==> config.mk <==
export PLATFORM = sky130hd
export DESIGN_NAME = pattern_trigger_sequencer_flat
export DESIGN_NICKNAME = d
export VERILOG_FILES = /design/src/rtl/pattern_trigger_sequencer_if.sv /design/src/rtl/pattern_trigger_sequencer.sv /design/src/flat_wrapper.sv
export SDC_FILE = /design/constraint.sdc
export NUM_CORES = 1
export LEC_CHECK = 0
export ABC_CLOCK_PERIOD_IN_PS = 3150
export BUFFER_PORTS_ARGS = -buffer_cell sky130_fd_sc_hd__buf_2
export CAP_MARGIN = 10
export CORE_AREA = 2 2 300 302
export CTS_CLUSTER_DIAMETER = 120
export DETAILED_ROUTE_END_ITERATION = 16
export DIE_AREA = 0 0 302 304
export PLACE_DENSITY = 0.31
export SLEW_MARGIN = 20
export SYNTH_ARGS = -nofsm -noshare
export SYNTH_HDL_FRONTEND = slang
export SYNTH_SLANG_ARGS = --single-unit
==> constraint.sdc <==
create_clock -name fe_clk -period 3.15 [get_ports fe_clk]
set_clock_uncertainty 0.05 [all_clocks]
set_input_delay 0.4725 -clock fe_clk [delete_from_list [all_inputs] [get_ports fe_clk]]
set_output_delay 0.4725 -clock fe_clk [all_outputs]
set_load 0.02 [all_outputs]
==> src/rtl/pattern_trigger_sequencer_if.sv <==
// Sequencer <-> pattern matcher link: stage pattern/mask/length out, one-cycle match pulse back.
interface pattern_trigger_sequencer_if #(
  parameter int pPATTERN_BYTES = 8
);
  logic [pPATTERN_BYTES*8-1:0] O_pattern;
  logic [pPATTERN_BYTES*8-1:0] O_mask;
  logic [7:0]                  O_pattern_bytes;
  logic [15:0]                 O_num_triggers;
  logic                        O_match_arm;
  logic                        I_match_trigger;

  modport master (
    output O_pattern, O_mask, O_pattern_bytes, O_num_triggers, O_match_arm,
    input  I_match_trigger
  );

  modport slave (
    input  O_pattern, O_mask, O_pattern_bytes, O_num_triggers, O_match_arm,
    output I_match_trigger
  );
endinterface

==> src/rtl/pattern_trigger_sequencer.sv <==
// Multi-stage trigger sequencer: loads each stage's pattern into one matcher, re-arms it per stage,
// and fires O_trigger only when every configured stage matches in order inside its timeout window.
module pattern_trigger_sequencer #(
  parameter int pPATTERN_BYTES = 8,
  parameter int pSTAGES        = 4,
  parameter int pREARM_GAP     = 4
) (
  input  logic                                fe_clk,
  input  logic                                reset_n,
  input  logic                                I_arm,
  input  logic                                I_abort,
  input  logic [3:0]                          I_num_stages,
  input  logic [pSTAGES*pPATTERN_BYTES*8-1:0] I_patterns,
  input  logic [pSTAGES*pPATTERN_BYTES*8-1:0] I_masks,
  input  logic [pSTAGES*8-1:0]                I_pattern_bytes,
  input  logic [pSTAGES*16-1:0]               I_timeouts,
  pattern_trigger_sequencer_if.master         mif,
  output logic                                O_trigger,
  output logic                                O_timeout_pulse,
  output logic                                O_done_pulse,
  output logic                                O_busy,
  output logic [2:0]                          O_stage
);
  localparam int PW = pPATTERN_BYTES * 8;
  localparam int GW = $clog2(pREARM_GAP + 1);

  typedef enum logic [1:0] {ST_IDLE, ST_LOAD, ST_ARMED, ST_DONE} state_t;

  state_t         state_reg;
  logic           arm_d_reg;
  logic [2:0]     stage_reg;
  logic [2:0]     last_stage_reg;
  logic [GW-1:0]  gap_reg;
  logic [15:0]    timer_reg;
  logic [15:0]    window_reg;
  logic [PW-1:0]  pattern_reg;
  logic [PW-1:0]  mask_reg;
  logic [7:0]     bytes_reg;
  logic           match_arm_reg;
  logic           trigger_reg;
  logic           timeout_reg;
  logic           done_reg;
  logic           busy_reg;

  // Slot arrays are always 8 deep so a 3-bit stage index never runs off the end.
  logic [PW-1:0]  pattern_slot [8];
  logic [PW-1:0]  mask_slot    [8];
  logic [7:0]     bytes_slot   [8];
  logic [15:0]    timeout_slot [8];

  for (genvar gi = 0; gi < 8; gi++) begin : g_slot
    if (gi < pSTAGES) begin : g_used
      assign pattern_slot[gi] = I_patterns[gi*PW +: PW];
      assign mask_slot[gi]    = I_masks[gi*PW +: PW];
      assign bytes_slot[gi]   = I_pattern_bytes[gi*8 +: 8];
      assign timeout_slot[gi] = I_timeouts[gi*16 +: 16];
    end else begin : g_unused
      assign pattern_slot[gi] = '0;
      assign mask_slot[gi]    = '0;
      assign bytes_slot[gi]   = '0;
      assign timeout_slot[gi] = '0;
    end
  end

  logic [3:0] num_clamped;
  always_comb begin
    num_clamped = I_num_stages;
    if (I_num_stages == 4'd0)
      num_clamped = 4'd1;
    else if (I_num_stages > 4'(pSTAGES))
      num_clamped = 4'(pSTAGES);
  end

  logic       arm_rise;
  logic       abort_any;
  logic       is_last;
  logic       timeout_hit;
  logic [2:0] load_stage;

  assign arm_rise    = I_arm && !arm_d_reg;
  assign abort_any   = I_abort || !I_arm;
  assign is_last     = (stage_reg == last_stage_reg);
  // The window is counted from the previous stage's match, so it includes the re-arm gap.
  assign timeout_hit = (stage_reg != 3'd0) && (window_reg != 16'd0) && (timer_reg == window_reg);
  assign load_stage  = (state_reg == ST_ARMED && mif.I_match_trigger && !is_last) ?
                       stage_reg + 3'd1 : 3'd0;

  always_ff @(posedge fe_clk or negedge reset_n) begin
    if (!reset_n) begin
      state_reg      <= ST_IDLE;
      arm_d_reg      <= 1'b0;
      stage_reg      <= 3'd0;
      last_stage_reg <= 3'd0;
      gap_reg        <= '0;
      timer_reg      <= 16'd0;
      window_reg     <= 16'd0;
      pattern_reg    <= '0;
      mask_reg       <= '0;
      bytes_reg      <= 8'd0;
      match_arm_reg  <= 1'b0;
      trigger_reg    <= 1'b0;
      timeout_reg    <= 1'b0;
      done_reg       <= 1'b0;
      busy_reg       <= 1'b0;
    end else begin
      arm_d_reg   <= I_arm;
      trigger_reg <= 1'b0;
      timeout_reg <= 1'b0;
      done_reg    <= 1'b0;
      if ((state_reg == ST_LOAD || state_reg == ST_ARMED) && timer_reg != 16'hFFFF)
        timer_reg <= timer_reg + 16'd1;

      case (state_reg)
        ST_IDLE: begin
          timer_reg <= 16'd0;
          if (arm_rise && !I_abort) begin
            state_reg      <= ST_LOAD;
            stage_reg      <= 3'd0;
            last_stage_reg <= 3'(num_clamped - 4'd1);
            gap_reg        <= '0;
            busy_reg       <= 1'b1;
            pattern_reg    <= pattern_slot[load_stage];
            mask_reg       <= mask_slot[load_stage];
            bytes_reg      <= bytes_slot[load_stage];
            window_reg     <= timeout_slot[load_stage];
          end
        end

        ST_LOAD: begin
          if (abort_any) begin
            state_reg     <= ST_IDLE;
            stage_reg     <= 3'd0;
            match_arm_reg <= 1'b0;
            busy_reg      <= 1'b0;
            timer_reg     <= 16'd0;
          end else if (gap_reg == GW'(pREARM_GAP - 1)) begin
            state_reg     <= ST_ARMED;
            match_arm_reg <= 1'b1;
          end else begin
            gap_reg <= gap_reg + 1'b1;
          end
        end

        ST_ARMED: begin
          if (abort_any) begin
            state_reg     <= ST_IDLE;
            stage_reg     <= 3'd0;
            match_arm_reg <= 1'b0;
            busy_reg      <= 1'b0;
            timer_reg     <= 16'd0;
          end else if (mif.I_match_trigger || timeout_hit) begin
            // A match in the same cycle as the timeout takes precedence.
            timer_reg     <= 16'd0;
            match_arm_reg <= 1'b0;
            if (mif.I_match_trigger && is_last) begin
              state_reg   <= ST_DONE;
              trigger_reg <= 1'b1;
              done_reg    <= 1'b1;
              busy_reg    <= 1'b0;
            end else begin
              state_reg   <= ST_LOAD;
              stage_reg   <= load_stage;
              gap_reg     <= '0;
              timeout_reg <= !mif.I_match_trigger;
              pattern_reg <= pattern_slot[load_stage];
              mask_reg    <= mask_slot[load_stage];
              bytes_reg   <= bytes_slot[load_stage];
              window_reg  <= timeout_slot[load_stage];
            end
          end
        end

        ST_DONE: begin
          if (abort_any) begin
            state_reg <= ST_IDLE;
            stage_reg <= 3'd0;
          end
        end

        default: state_reg <= ST_IDLE;
      endcase
    end
  end

  assign mif.O_pattern       = pattern_reg;
  assign mif.O_mask          = mask_reg;
  assign mif.O_pattern_bytes = bytes_reg;
  assign mif.O_num_triggers  = 16'd1;
  assign mif.O_match_arm     = match_arm_reg;
  assign O_trigger           = trigger_reg;
  assign O_timeout_pulse     = timeout_reg;
  assign O_done_pulse        = done_reg;
  assign O_busy              = busy_reg;
  assign O_stage             = stage_reg;
endmodule
==> src/flat_wrapper.sv <==
// flat-port wrapper written by rule: the top's interface ports become plain ports
module pattern_trigger_sequencer_flat 
#(
  parameter int pPATTERN_BYTES = 8,
  parameter int pSTAGES        = 4,
  parameter int pREARM_GAP     = 4
)
  (fe_clk, reset_n, I_arm, I_abort, I_num_stages, I_patterns, I_masks, I_pattern_bytes, I_timeouts, O_trigger, O_timeout_pulse, O_done_pulse, O_busy, O_stage, mif_O_pattern, mif_O_mask, mif_O_pattern_bytes, mif_O_num_triggers, mif_O_match_arm, mif_I_match_trigger);
  pattern_trigger_sequencer_if #(.pPATTERN_BYTES(pPATTERN_BYTES)) mif_i ();
  input  logic fe_clk;
  input  logic reset_n;
  input  logic I_arm;
  input  logic I_abort;
  input  logic [3:0] I_num_stages;
  input  logic [pSTAGES*pPATTERN_BYTES*8-1:0] I_patterns;
  input  logic [pSTAGES*pPATTERN_BYTES*8-1:0] I_masks;
  input  logic [pSTAGES*8-1:0] I_pattern_bytes;
  input  logic [pSTAGES*16-1:0] I_timeouts;
  output logic O_trigger;
  output logic O_timeout_pulse;
  output logic O_done_pulse;
  output logic O_busy;
  output logic [2:0] O_stage;
  output wire logic [$bits(mif_i.O_pattern)-1:0] mif_O_pattern;
  output wire logic [$bits(mif_i.O_mask)-1:0] mif_O_mask;
  output wire logic [$bits(mif_i.O_pattern_bytes)-1:0] mif_O_pattern_bytes;
  output wire logic [$bits(mif_i.O_num_triggers)-1:0] mif_O_num_triggers;
  output wire logic [$bits(mif_i.O_match_arm)-1:0] mif_O_match_arm;
  input wire logic [$bits(mif_i.I_match_trigger)-1:0] mif_I_match_trigger;
  assign mif_O_pattern = mif_i.O_pattern;
  assign mif_O_mask = mif_i.O_mask;
  assign mif_O_pattern_bytes = mif_i.O_pattern_bytes;
  assign mif_O_num_triggers = mif_i.O_num_triggers;
  assign mif_O_match_arm = mif_i.O_match_arm;
  assign mif_i.I_match_trigger = mif_I_match_trigger;
  pattern_trigger_sequencer #(.pPATTERN_BYTES(pPATTERN_BYTES), .pSTAGES(pSTAGES), .pREARM_GAP(pREARM_GAP)) u_core (.fe_clk(fe_clk), .reset_n(reset_n), .I_arm(I_arm), .I_abort(I_abort), .I_num_stages(I_num_stages), .I_patterns(I_patterns), .I_masks(I_masks), .I_pattern_bytes(I_pattern_bytes), .I_timeouts(I_timeouts), .mif(mif_i), .O_trigger(O_trigger), .O_timeout_pulse(O_timeout_pulse), .O_done_pulse(O_done_pulse), .O_busy(O_busy), .O_stage(O_stage));
endmodule
==> metrics.txt <==
CTS tree=built; pin count of the biggest net entering global routing=70; die footprint=91800 sq um; postcts setup bufs=0; antenna violations before repair=16; ys async rst share=100%; Post-synth top flop=dfrtp_1; Post-Route WL=roughly 61000 um; hpwl dp=approximately 50000 um; Synth Cell Area=~12000 sq um; hold_buf cts=1; reg2reg setup slack=0.30 ns; fin. max-slew vios=0; commonest cells after routing, fill and taps aside=759 x buf_2, 226 x mux2_2, 183 x dfrtp_1, 176 x nor2_1, 164 x nor3_1; Rel. slew slack=about half; setup TNS=0 ns; Sink Count=183; port bufs=760; Comb pwr share=~46%; Internal=roughly 6800 uW; CP required=about 3.5 ns; clock buffer depth=2; row cnt=110; Clk pin slew, worst setup/hold paths=around 0.08 ns; CTS Buf Count=17; antenna-violating nets left=0; vias per cell=between 3 and 4; share of the yosys chip area belonging to registers=37.7%; Netlist cell types=43; Tmin final=between 2 and 3 ns; TritonRoute pass-1 iters=4; DRC=0; Overflow after GRT=0; total power=between 10000 and 15000 uW; Fmax achieved=between 300 and 400 MHz; crit-path max FO=between 40 and 50; Crit Path Class=register to register; CP Data Arrival Time=between 3 and 4 ns; Setup Viol. Count Final=0; Critical R2R Capture=u_core.mif.O_mask[2]$_DFFE_PN0P_; Max Cap Viol=0; Flop pwr share=34.3%; routed via count=~13000; leakage=0.00844 uW; nets=~2600; Switching Power=between 5000 and 6000 uW; commonest non-fill, non-tap cell in the layout=buf_2; Synth Register Bits=183; htree depth=4; WL/cell=roughly 19 um; outcome=completed; height of the die=slightly above 300 um; first-pass GRT wire length=between 80000 and 90000 um; die width=around 300 um; synthesized area per cell=between 9 and 10 sq um; Reg2Reg Launch Point=u_core.state_reg[0]$_DFFE_PN0P_; worst-margin pin slew=0.748 ns; routability cong.=about 0.84; Cells after Synth=1255; synth-to-layout area growth=49.0%; worst hold path class=input pin to register; worst skew pair latency=approximately 0.49 ns; met2 capacity usage during global routing=23.8%; final hold vios=0; Worst Setup End Kind=register; CP Launch Type=register; number of global-route vias before repair=13500; Post-synth EDFFs=0; sink of the worst hold path=u_core.arm_d_reg$_DFF_PN0_; Clk pwr share=19.3%; Finished Layout Cells=approximately 3200; Ys Warns=0; Hold Path Depth=1; Most Crowded Layer GR=met2; Iteration-0 DRC Markers=roughly 470; Clock Root Buffer=clkbuf_16; Hold Crit Start=I_arm; All-Layer GR Usage=13.0%; pwr dens=660 nW/um^2; critical path startpoint=u_core.state_reg[0]$_DFFE_PN0P_; R2R depth=8; unrepaired setup endpoints after global routing=false; Placed Instances=roughly 3100; post-cts gate resize count=0; peak supply drop=approximately 0.0004 V; share of layout cells above drive strength 1=a little over half; Sw Share=approximately 43%; met1 Use GR=14.3%; total core area=just under 90000 sq um; met3 Usage GRT=between 3 and 4%; Ports=777; Initial Utilization=between 10% and 20%; Final period util=about 90%
-- per-stage QoR --
stage	instance area (sq um)	hold WS (ns)	util [%]	setup WS, ns
floorplan	12200	0.127	-	0.318
global placement	17500	0.418	19.6	0.307
detailed placement	17500	0.423	19.6	0.272
CTS	18100	0.00975	20.3	0.238
global route	18100	0.0371	20.3	0.0897
finish	18100	0.0833	20.3	0.300
-- cells by family after synthesis --
kind of cell / synth area share [%]
adder cells (fa/ha/maj): 0.928
AND/OR/NAND/NOR: 15.0
AO/OA/AOI/OAI: 9.55
flip-flops: 37.7
other: 0.0619
XOR/XNOR: 2.31
buffers and inverters: 5.60
multiplexers: 28.8
-- worst max-delay path: stages, from the launching register on --
cell	delay [ns]
dfrtp_1	0.40
inv_1	0.11
ha_1	0.33
nand2_1	0.12
nor4_1	0.37
a21o_1	0.17
a211o_4	0.41
buf_12	0.32
mux2_1	0.36
-- layer usage --
| metal | vias to the layer above | routed length [um] |
|---|---|---|
| met5 | - | 59 |
| met4 | 12 | 1420 |
| met3 | 67 | 4110 |
| met2 | 536 | 31400 |
| met1 | 5876 | 24400 |
| li1 | 6025 | - |
-- synth_stat cells, types with 4 or more instances --
master      n  area [sq um]
o22ai_1   152           951
xnor2_1    19           166
a21oi_1     9          45.0
mux2i_1     4          40.0
o21ai_0     6          30.0
and3_1      4          25.0
ha_1        9           113
dfrtp_1   183          4580
xor2_1     13           114
nand2_1    13          48.8
nor3_1    164           821
mux2_2    226          2540
buf_2      30           150
buf_1       6          22.5
clkbuf_1   61           229
nor2b_1     4          25.0
buf_4      17           128
mux2_1     78           878
nor2_1    177           664
inv_1      13          48.8
nor4_1      7          43.8
nand3_1    10          50.1
a21o_1      4          30.0
nand4_1     8          50.1
buf_6       9           101
-- power groups by stage --
| stage | clock network [uW] | registers [uW] | logic, uW |
|---|---|---|---|
| floorplan | 0 | 5090 | 2160 |
| global placement | 0 | 4160 | 5630 |
| detailed placement | 0 | 4170 | 5690 |
| CTS | 2480 | 4130 | 5720 |
| global route | 2530 | 4260 | 5960 |
| finish | 2310 | 4090 | 5530 |
-- how the worst max path moves through the flow --
stage | cells past startpoint | to | slack (ns)
global route | 8 | u_core.mif.O_mask[26]$_DFFE_PN0P_ | 0.09
global placement | 8 | u_core.mif.O_pattern[55]$_DFFE_PN0P_ | 0.31
detailed placement | 8 | u_core.mif.O_mask[35]$_DFFE_PN0P_ | 0.27
CTS | 8 | u_core.mif.O_mask[35]$_DFFE_PN0P_ | 0.24
finish | 8 | u_core.mif.O_mask[2]$_DFFE_PN0P_ | 0.30
floorplan | 10 | u_core.mif.O_mask[14]$_DFFE_PN0P_ | 0.32
-- area by class of cell --
class | instances | area (sq um)
Antenna cell | 8 | 20.0
Clock buffer | 20 | 467
Clock inverter | 12 | 119
Fill cell | 10000 | 71000
Inverter | 13 | 48.8
Multi-Input combinational cell | 950 | 6980
Sequential cell | 183 | 4580
Tap cell | 1176 | 1470
Timing Repair Buffer | 813 | 4400
No activity file was read; power rests on OpenSTA's default activity.
